**src/rtl/rr_grant_encoder.sv**
```systemverilog
// ============================================================================
// Module      : rr_grant_encoder
// Description : 15-requester round-robin arbiter with a programmable hold
//               limit, emitting a registered 4-bit grant code (0 = none).
// Revision    : 1.0 - initial release
// ============================================================================
`default_nettype none

module rr_grant_encoder #(
    parameter int MAX_HOLD = 8
) (
    input  logic        clk,
    input  logic        rst,
    input  logic        en,
    input  logic [14:0] req,
    output logic [3:0]  code,
    output logic        active,
    output logic [7:0]  hold_cnt
);

    localparam logic [0:0] c_st_idle  = 1'b0;
    localparam logic [0:0] c_st_grant = 1'b1;
    localparam logic [7:0] c_max_hold = 8'(MAX_HOLD);
    localparam logic [3:0] c_last_idx = 4'd14;

    logic [0:0] r_state;
    logic [3:0] r_last;
    logic [3:0] r_code;
    logic       r_active;
    logic [7:0] r_hold_cnt;

    logic [0:0] w_next_state;
    logic [3:0] w_next_last;
    logic [3:0] w_next_code;
    logic       w_next_active;
    logic [7:0] w_next_hold_cnt;

    logic [3:0] w_start;
    logic [4:0] w_idx;
    logic       w_found;
    logic [3:0] w_win;
    logic       w_keep;

    // Search begins one past the last winner, so the last winner ranks lowest
    // but is still reachable at the end of the scan (lone-requester timeout).
    always_comb begin
        w_start = (r_last == c_last_idx) ? 4'd0 : r_last + 4'd1;
        w_idx   = 5'd0;
        w_found = 1'b0;
        w_win   = 4'd0;
        for (int k = 0; k < 15; k++) begin
            w_idx = {1'b0, w_start} + 5'(k);
            if (w_idx >= 5'd15) begin
                w_idx = w_idx - 5'd15;
            end
            if (!w_found && req[w_idx[3:0]]) begin
                w_found = 1'b1;
                w_win   = w_idx[3:0];
            end
        end
    end

    assign w_keep = req[r_last] && ((c_max_hold == 8'd0) || (r_hold_cnt < c_max_hold));

    always_comb begin
        w_next_state    = r_state;
        w_next_last     = r_last;
        w_next_code     = r_code;
        w_next_active   = r_active;
        w_next_hold_cnt = r_hold_cnt;

        case (r_state)
            c_st_idle: begin
                w_next_code     = 4'd0;
                w_next_active   = 1'b0;
                w_next_hold_cnt = 8'd0;
                if (en && w_found) begin
                    w_next_state    = c_st_grant;
                    w_next_last     = w_win;
                    w_next_code     = w_win + 4'd1;
                    w_next_active   = 1'b1;
                    w_next_hold_cnt = 8'd1;
                end
            end
            c_st_grant: begin
                if (!en) begin
                    w_next_state    = c_st_idle;
                    w_next_code     = 4'd0;
                    w_next_active   = 1'b0;
                    w_next_hold_cnt = 8'd0;
                end else if (w_keep) begin
                    if (r_hold_cnt != 8'hFF) begin
                        w_next_hold_cnt = r_hold_cnt + 8'd1;
                    end
                end else if (w_found) begin
                    // Covers both timeout and release; on timeout the owner
                    // itself is the fallback winner when nobody else asks.
                    w_next_last     = w_win;
                    w_next_code     = w_win + 4'd1;
                    w_next_active   = 1'b1;
                    w_next_hold_cnt = 8'd1;
                end else begin
                    w_next_state    = c_st_idle;
                    w_next_code     = 4'd0;
                    w_next_active   = 1'b0;
                    w_next_hold_cnt = 8'd0;
                end
            end
            default: begin
                w_next_state    = c_st_idle;
                w_next_code     = 4'd0;
                w_next_active   = 1'b0;
                w_next_hold_cnt = 8'd0;
            end
        endcase
    end

    always_ff @(posedge clk) begin
        if (rst) begin
            r_state    <= c_st_idle;
            r_last     <= c_last_idx;
            r_code     <= 4'd0;
            r_active   <= 1'b0;
            r_hold_cnt <= 8'd0;
        end else begin
            r_state    <= w_next_state;
            r_last     <= w_next_last;
            r_code     <= w_next_code;
            r_active   <= w_next_active;
            r_hold_cnt <= w_next_hold_cnt;
        end
    end

    assign code     = r_code;
    assign active   = r_active;
    assign hold_cnt = r_hold_cnt;

endmodule

`default_nettype wire

```
**config.mk**
```make
export PLATFORM = sky130hd
export DESIGN_NAME = rr_grant_encoder
export DESIGN_NICKNAME = d
export VERILOG_FILES = /design/src/rtl/rr_grant_encoder.sv
export SDC_FILE = /design/constraint.sdc
export NUM_CORES = 1
export LEC_CHECK = 0
export CORE_UTILIZATION = 58
export CTS_CLUSTER_SIZE = 14
export DETAILED_ROUTE_END_ITERATION = 8
export PLACE_DENSITY_LB_ADDON = 0.05
export SKIP_CTS_REPAIR_TIMING = 1
export SLEW_MARGIN = 20
export SYNTH_ARGS = -nofsm -noshare
export SYNTH_HDL_FRONTEND = slang
export SYNTH_SLANG_ARGS = --single-unit
```
**constraint.sdc**
```tcl
create_clock -name clk -period 6 [get_ports clk]
set_input_delay 0.9 -clock clk [delete_from_list [all_inputs] [get_ports clk]]
set_output_delay 0.9 -clock clk [all_outputs]
set_load 0.05 [all_outputs]
```
Word-level counts from Yosys, hierarchy flattened
Cells that the tools add are included.
{ "classes": {"add_sub_neg": 32, "n_lt_le_gt_ge": 32, "eq_ne": 8, "muxes": 102, "bitwise": 1, "reduce_logical": 31} }
{ "ops": {"columns": ["op", "count"], "rows": [
  ["2-to-1 mux 4 bit", 39],
  ["less-than comparator 4 x 5 -> 1 bit, second input constant", 16],
  [">= comparator 5 x 4 -> 1 bit, second input constant", 14],
  ["binary-select mux 1 bit (select 4 bit)", 16],
  ["subtractor 4 bit, second input constant", 15],
  ["2-to-1 mux 1 bit", 39],
  ["adder 4 x 4 -> 5 bit, second input constant", 7],
  ["2-to-1 mux 8 bit", 3],
  ["adder 4 x 3 -> 5 bit, second input constant", 4],
  ["logical AND 1 bit", 16],
  ["case mux 4 bit (2 select lines)", 2],
  ["case mux 8 bit (2 select lines)", 1],
  ["logical NOT 1 bit", 14],
  ["adder 4 x 2 -> 5 bit, second input constant", 2],
  ["adder 4 x 1 -> 4 bit, second input constant", 2],
  ["adder 8 x 1 -> 8 bit, second input constant", 1],
  ["less-than comparator 8 x 4 -> 1 bit, second input constant", 1],
  ["inequality test 8 bit, second input constant", 1],
  ["inequality test 2 bit, second input constant", 3],
  ["adder 4 x 1 -> 5 bit, second input constant", 1],
  ["== test 4 bit, second input constant", 1],
  [">= comparator 4 bit, second input constant", 1],
  ["inequality test 4 x 3 -> 1 bit, second input constant", 1],
  ["case mux 1 bit (2 select lines)", 2],
  ["4 further kinds", 4]
]} }
{ "totals": {"ff_bits": 18, "input_bits": 18, "elab_cells": 211} }

Longest topological paths before layout
{ "depth": {"word_depth": 54, "depth_mapped": 29, "mapped_depth_nobuf": 20} }

Worst setup path after synthesis
Ideal clock, no wire load.
{ "synth_timing": {"path_type": "reg-to-reg", "from": "reg r_last[2]", "to": "reg r_code[2] (netlist: code[2])", "setup_time_ns": 0.079, "arrival_ns": 5.623, "setup_slack_ns": 0.298, "stages_incl_launch_ff": 27, "n_path_buf": 7, "synth_period_minus_slack_ns": 5.702, "cell_sequence": "dfxtp_1 -> buf_4 -> a31o_2 -> buf_2 -> inv_2 -> buf_2 -> buf_4 -> clkbuf_1 -> ha_1 -> buf_2 -> xnor2_1 -> mux2i_2 -> a31oi_4 -> mux2i_1 -> mux4_2 -> o22ai_2 -> nor3_2 -> or4_1 -> buf_2 -> nor4_4 -> a222oi_1 -> o21ai_0 -> nand2_1 -> ha_1 -> nor3_1 -> o21ai_0 -> o211ai_1"} }
{ "synth_between": {"elab_chain_len": 54, "elab_cells_between_ends": 161, "classes_between": "31 x add/sub; 15 x order compare; 2 x eq/ne; 83 x mux; 30 x reduce/logical"} }
{ "synth_lines": {"columns": ["element", "line_no", "rtl"], "rows": [
  ["start, declared", "27", "logic [3:0] r_last;"],
  ["start signal, assigned", "121", "r_last <= c_last_idx;"],
  ["start signal, assigned", "127", "r_last <= w_next_last;"],
  ["branches (longest 54 deep; another with adder 4 x 1 -> 5 bit)", null, null],
  ["end signal, assigned", "128", "r_code <= w_next_code;"],
  ["end, declared", "28", "logic [3:0] r_code;"]
]} }
Several ways; the timed one is not identified. The select of a mux whose other input is x is not followed.
A chain may end at the register's enable or synchronous reset.

Worst setup path in the final report
{ "layout_timing": {"from": "reg r_last[3]", "to": "reg r_code[2] (netlist: code[2])"} }
The elaborated chain is that of the path after synthesis.

==> run metrics <==
area fraction in compound gates after synthesis=38.7%; initial core utilization=59.8%; sort of element at the end of the critical path=flip-flop; mean instance size in the synthesized netlist=6.96 um2; layout cells sized above 1=14.4%; count of final hold-check violations=0; arrival time of data at the critical path endpoint=5.95 ns; initial antenna violation count=4; count of pins over their slew limit=0; period utilization=95.7%; routed vias=10400; number of synthesized flops with an enable pin=0; setup ws final=0.258 ns; clock slew at reported path FFs=about 0.090 ns; number of design rule violations left after detail routing=0; Overall Global Routing Usage=52.7%; root cell of the clock tree=sky130_fd_sc_hd__clkbuf_16; fraction of registers with async set or reset after synthesis=0%; synthesis-stage register bit count=18; height of the die=between 100 and 150 um; count of H-tree levels built during CTS=1; buffers added on ports=30; post-detailed-route wirelength per cell=28.6 um; DP HPWL=27800 um; Post-Place Worst Slack=0.142 ns; number of different library cells in the post-synthesis netlist=about 120; area added between synthesis and finish=9.10%; setup slack, reg-to-reg=about 0.26 ns; total overflow reported by the global router=0; clock buffer count from CTS=3; setup repair after global routing missed its margin=no; worst min path class=flip-flop to flip-flop; hold path depth=2; worst-case clock buffer depth=2; Post-layout nets=1188; smallest hold slack=0.452 ns; CTS tree=built; count of antenna-violating nets left after detailed routing=0; die area=14200 um2; first-pass GRT wire length=56700 um; combinational family with the most area after synthesis=compound AO/OA/AOI/OAI gates; via count of the first global-routing pass=9504; status=finished, final reports clean; Rows=42; number of antenna cells inserted=0; headroom to the max-slew limit=44.8%; core outline area=roughly 13000 um2; reg-to-reg startpoint=r_last[3]$_SDFFE_PP1P_; largest net degree at the start of global routing=46; Post-Route Skew=0.00688 ns; Post-Synthesis Cell Area=7980 um2; Total Negative Setup Slacks=0 ns; Worst Reg2Reg Path Length in Cells=21; drt pass-1 iters=6; die boundary width=119 um; warning count from the yosys run=0; total clock sinks=18; Adder-Cell Fraction of Synth Area=2.20%; Synth Area in XOR/XNOR=~3.9%; kind of critical path=flip-flop to flip-flop; number of violations of the max-capacitance limit=0; share of synthesized area occupied by flip-flops and latches=4.52%; Final Setup Violations=0; routed vias/inst=7.81; hold path start=active$_SDFFE_PP0P_; terminating pin of the worst hold path=active$_SDFFE_PP0P_; Tmin final=5.74 ns; Top Ports=31; final weighted congestion in routability-driven placement=1.16; Critical Path RT=6.21 ns; Tightest Pin Transition=0.826 ns; gate count of the mapped netlist=around 1100; biggest fanout along the worst timing path=19; share of synthesized cell area in and, or, nand and nor gates=between 20% and 30%; most used flip-flop cell after synthesis=sky130_fd_sc_hd__dfxtp_1; wire length after detailed routing=around 38000 um; achievable clock frequency=0.174 GHz; share of cell area taken by muxes after synthesis=13.4%; category of the worst setup path launch point=flip-flop; DR iter-0 viols=1809; end of the worst register-to-register path=code[2]$_SDFFE_PP0P_; clock latency of the later-clocked register in the worst-skew pair=0.28 ns
==> sequential cells by signal, indices dropped and copies added (netlist names) <==
register	flops
code	4
r_last	4
r_state	1
hold_cnt	8
active	1
==> through the flow <==
stage / cells / cell area, um2 / utilization [%]
finish: 1331 / 8700 / 65.2
global placement: 1324 / 8540 / 64.0
global route: 1331 / 8700 / 65.2
CTS: 1328 / 8630 / 64.6
floorplan: 1149 / 7990 / -
detailed placement: 1324 / 8540 / 64.0
==> critical path, cell delays in order, from the launching register on <==
cell and delay (ns):
sky130_fd_sc_hd__dfxtp_2 0.52, sky130_fd_sc_hd__a21oi_1 0.11, sky130_fd_sc_hd__buf_4 0.17, sky130_fd_sc_hd__a21oi_4 0.15
sky130_fd_sc_hd__buf_4 0.33, sky130_fd_sc_hd__ha_1 0.39, sky130_fd_sc_hd__nor3_1 0.65, sky130_fd_sc_hd__o21ai_1 0.29
sky130_fd_sc_hd__nand3_1 0.16, sky130_fd_sc_hd__o21ai_1 0.09, sky130_fd_sc_hd__a2111oi_1 0.53, sky130_fd_sc_hd__a211o_1 0.19
sky130_fd_sc_hd__o31ai_1 0.14, sky130_fd_sc_hd__or4b_4 0.60, sky130_fd_sc_hd__nor4_4 0.36, sky130_fd_sc_hd__a222oi_1 0.14
sky130_fd_sc_hd__o21ai_0 0.14, sky130_fd_sc_hd__nand2_1 0.11, sky130_fd_sc_hd__ha_1 0.22, sky130_fd_sc_hd__nor3_1 0.16
sky130_fd_sc_hd__o21ai_0 0.10, sky130_fd_sc_hd__o211ai_1 0.10
==> synthesized netlist by cell type, drive strengths merged, types with 20 or more instances <==
cell type	instances	share of area (%)
a211oi	37	3.8
a21oi	70	4.5
a31oi	20	1.9
buf	54	4.6
clkbuf	59	2.8
inv	27	1.3
mux2i	76	9.6
nand2	104	4.9
nand2b	24	1.9
nand3	64	4.2
nor2	76	3.6
nor3	40	2.6
o211ai	21	2.0
o21ai	73	4.7
xnor2	26	2.9
==> final cells by class <==
class / count / area, um2
timing repair buffer: 115 / 942
inverter: 29 / 109
sequential: 18 / 365
clock buffer: 4 / 88.8
multi-input combinational: 989 / 6980
tap: 176 / 220
fill: 1293 / 4650
==> cell families (layout without fill, tap and decap cells) <==
kind of cell / after synthesis / after routing
AOI/OAI and AO/OA: 415 / 415
DFF: 18 / 18
xor gates and xnor gates: 31 / 31
buffers and inverters: 142 / 148
other: 1 / 4
muxes: 94 / 94
and+or+nand+nor: 431 / 431
adders and majority gates: 14 / 14
==> routing by layer <==
layer  global-route usage (%)  share of wire, %
met1                     63.7                35
met2                     74.9                39
met4                     38.3               9.2
met5                        0             0.050
met3                     20.8                16
==> cell usage in the layout (no fill, tap or decap), types with 11 or more instances in the layout <==
cell and n:
sky130_fd_sc_hd__nor2_1 74, sky130_fd_sc_hd__o2111ai_1 17, sky130_fd_sc_hd__nor2b_1 11, sky130_fd_sc_hd__o21ai_0 63, sky130_fd_sc_hd__nand2b_1 24, sky130_fd_sc_hd__nand3_1 62, sky130_fd_sc_hd__a211oi_1 35, sky130_fd_sc_hd__inv_1 23
sky130_fd_sc_hd__a31oi_1 18, sky130_fd_sc_hd__ha_1 14, sky130_fd_sc_hd__nor3_1 38, sky130_fd_sc_hd__and2_1 14, sky130_fd_sc_hd__xnor2_1 25, sky130_fd_sc_hd__mux2i_1 73, sky130_fd_sc_hd__buf_4 84, sky130_fd_sc_hd__a21oi_1 69
sky130_fd_sc_hd__dfxtp_1 14, sky130_fd_sc_hd__a21o_1 17, sky130_fd_sc_hd__o22ai_1 17, sky130_fd_sc_hd__clkdlybuf4s50_1 30, sky130_fd_sc_hd__and3_1 11, sky130_fd_sc_hd__nand4_1 12, sky130_fd_sc_hd__o211ai_1 20, sky130_fd_sc_hd__nand2_1 102
==> how the worst max path moves through the flow <==
stage	start	to	slack, ns	cells after the start
6_report	r_last[3]$_SDFFE_PP1P_	code[2]$_SDFFE_PP0P_	0.26	21
5_1_grt	r_last[3]$_SDFFE_PP1P_	code[2]$_SDFFE_PP0P_	0.003	21
4_1_cts	r_last[3]$_SDFFE_PP1P_	code[2]$_SDFFE_PP0P_	0.11	22
3_5_place_dp	r_last[3]$_SDFFE_PP1P_	code[2]$_SDFFE_PP0P_	0.14	22
3_3_place_gp	r_last[3]$_SDFFE_PP1P_	code[2]$_SDFFE_PP0P_	0.16	22
2_1_floorplan	r_last[2]$_SDFFE_PP1P_	code[2]$_SDFFE_PP0P_	0.30	26
Power is left out: the tool's default activity adds up to more than one toggle a clock period on the data nets, which glitch-free logic cannot reach.
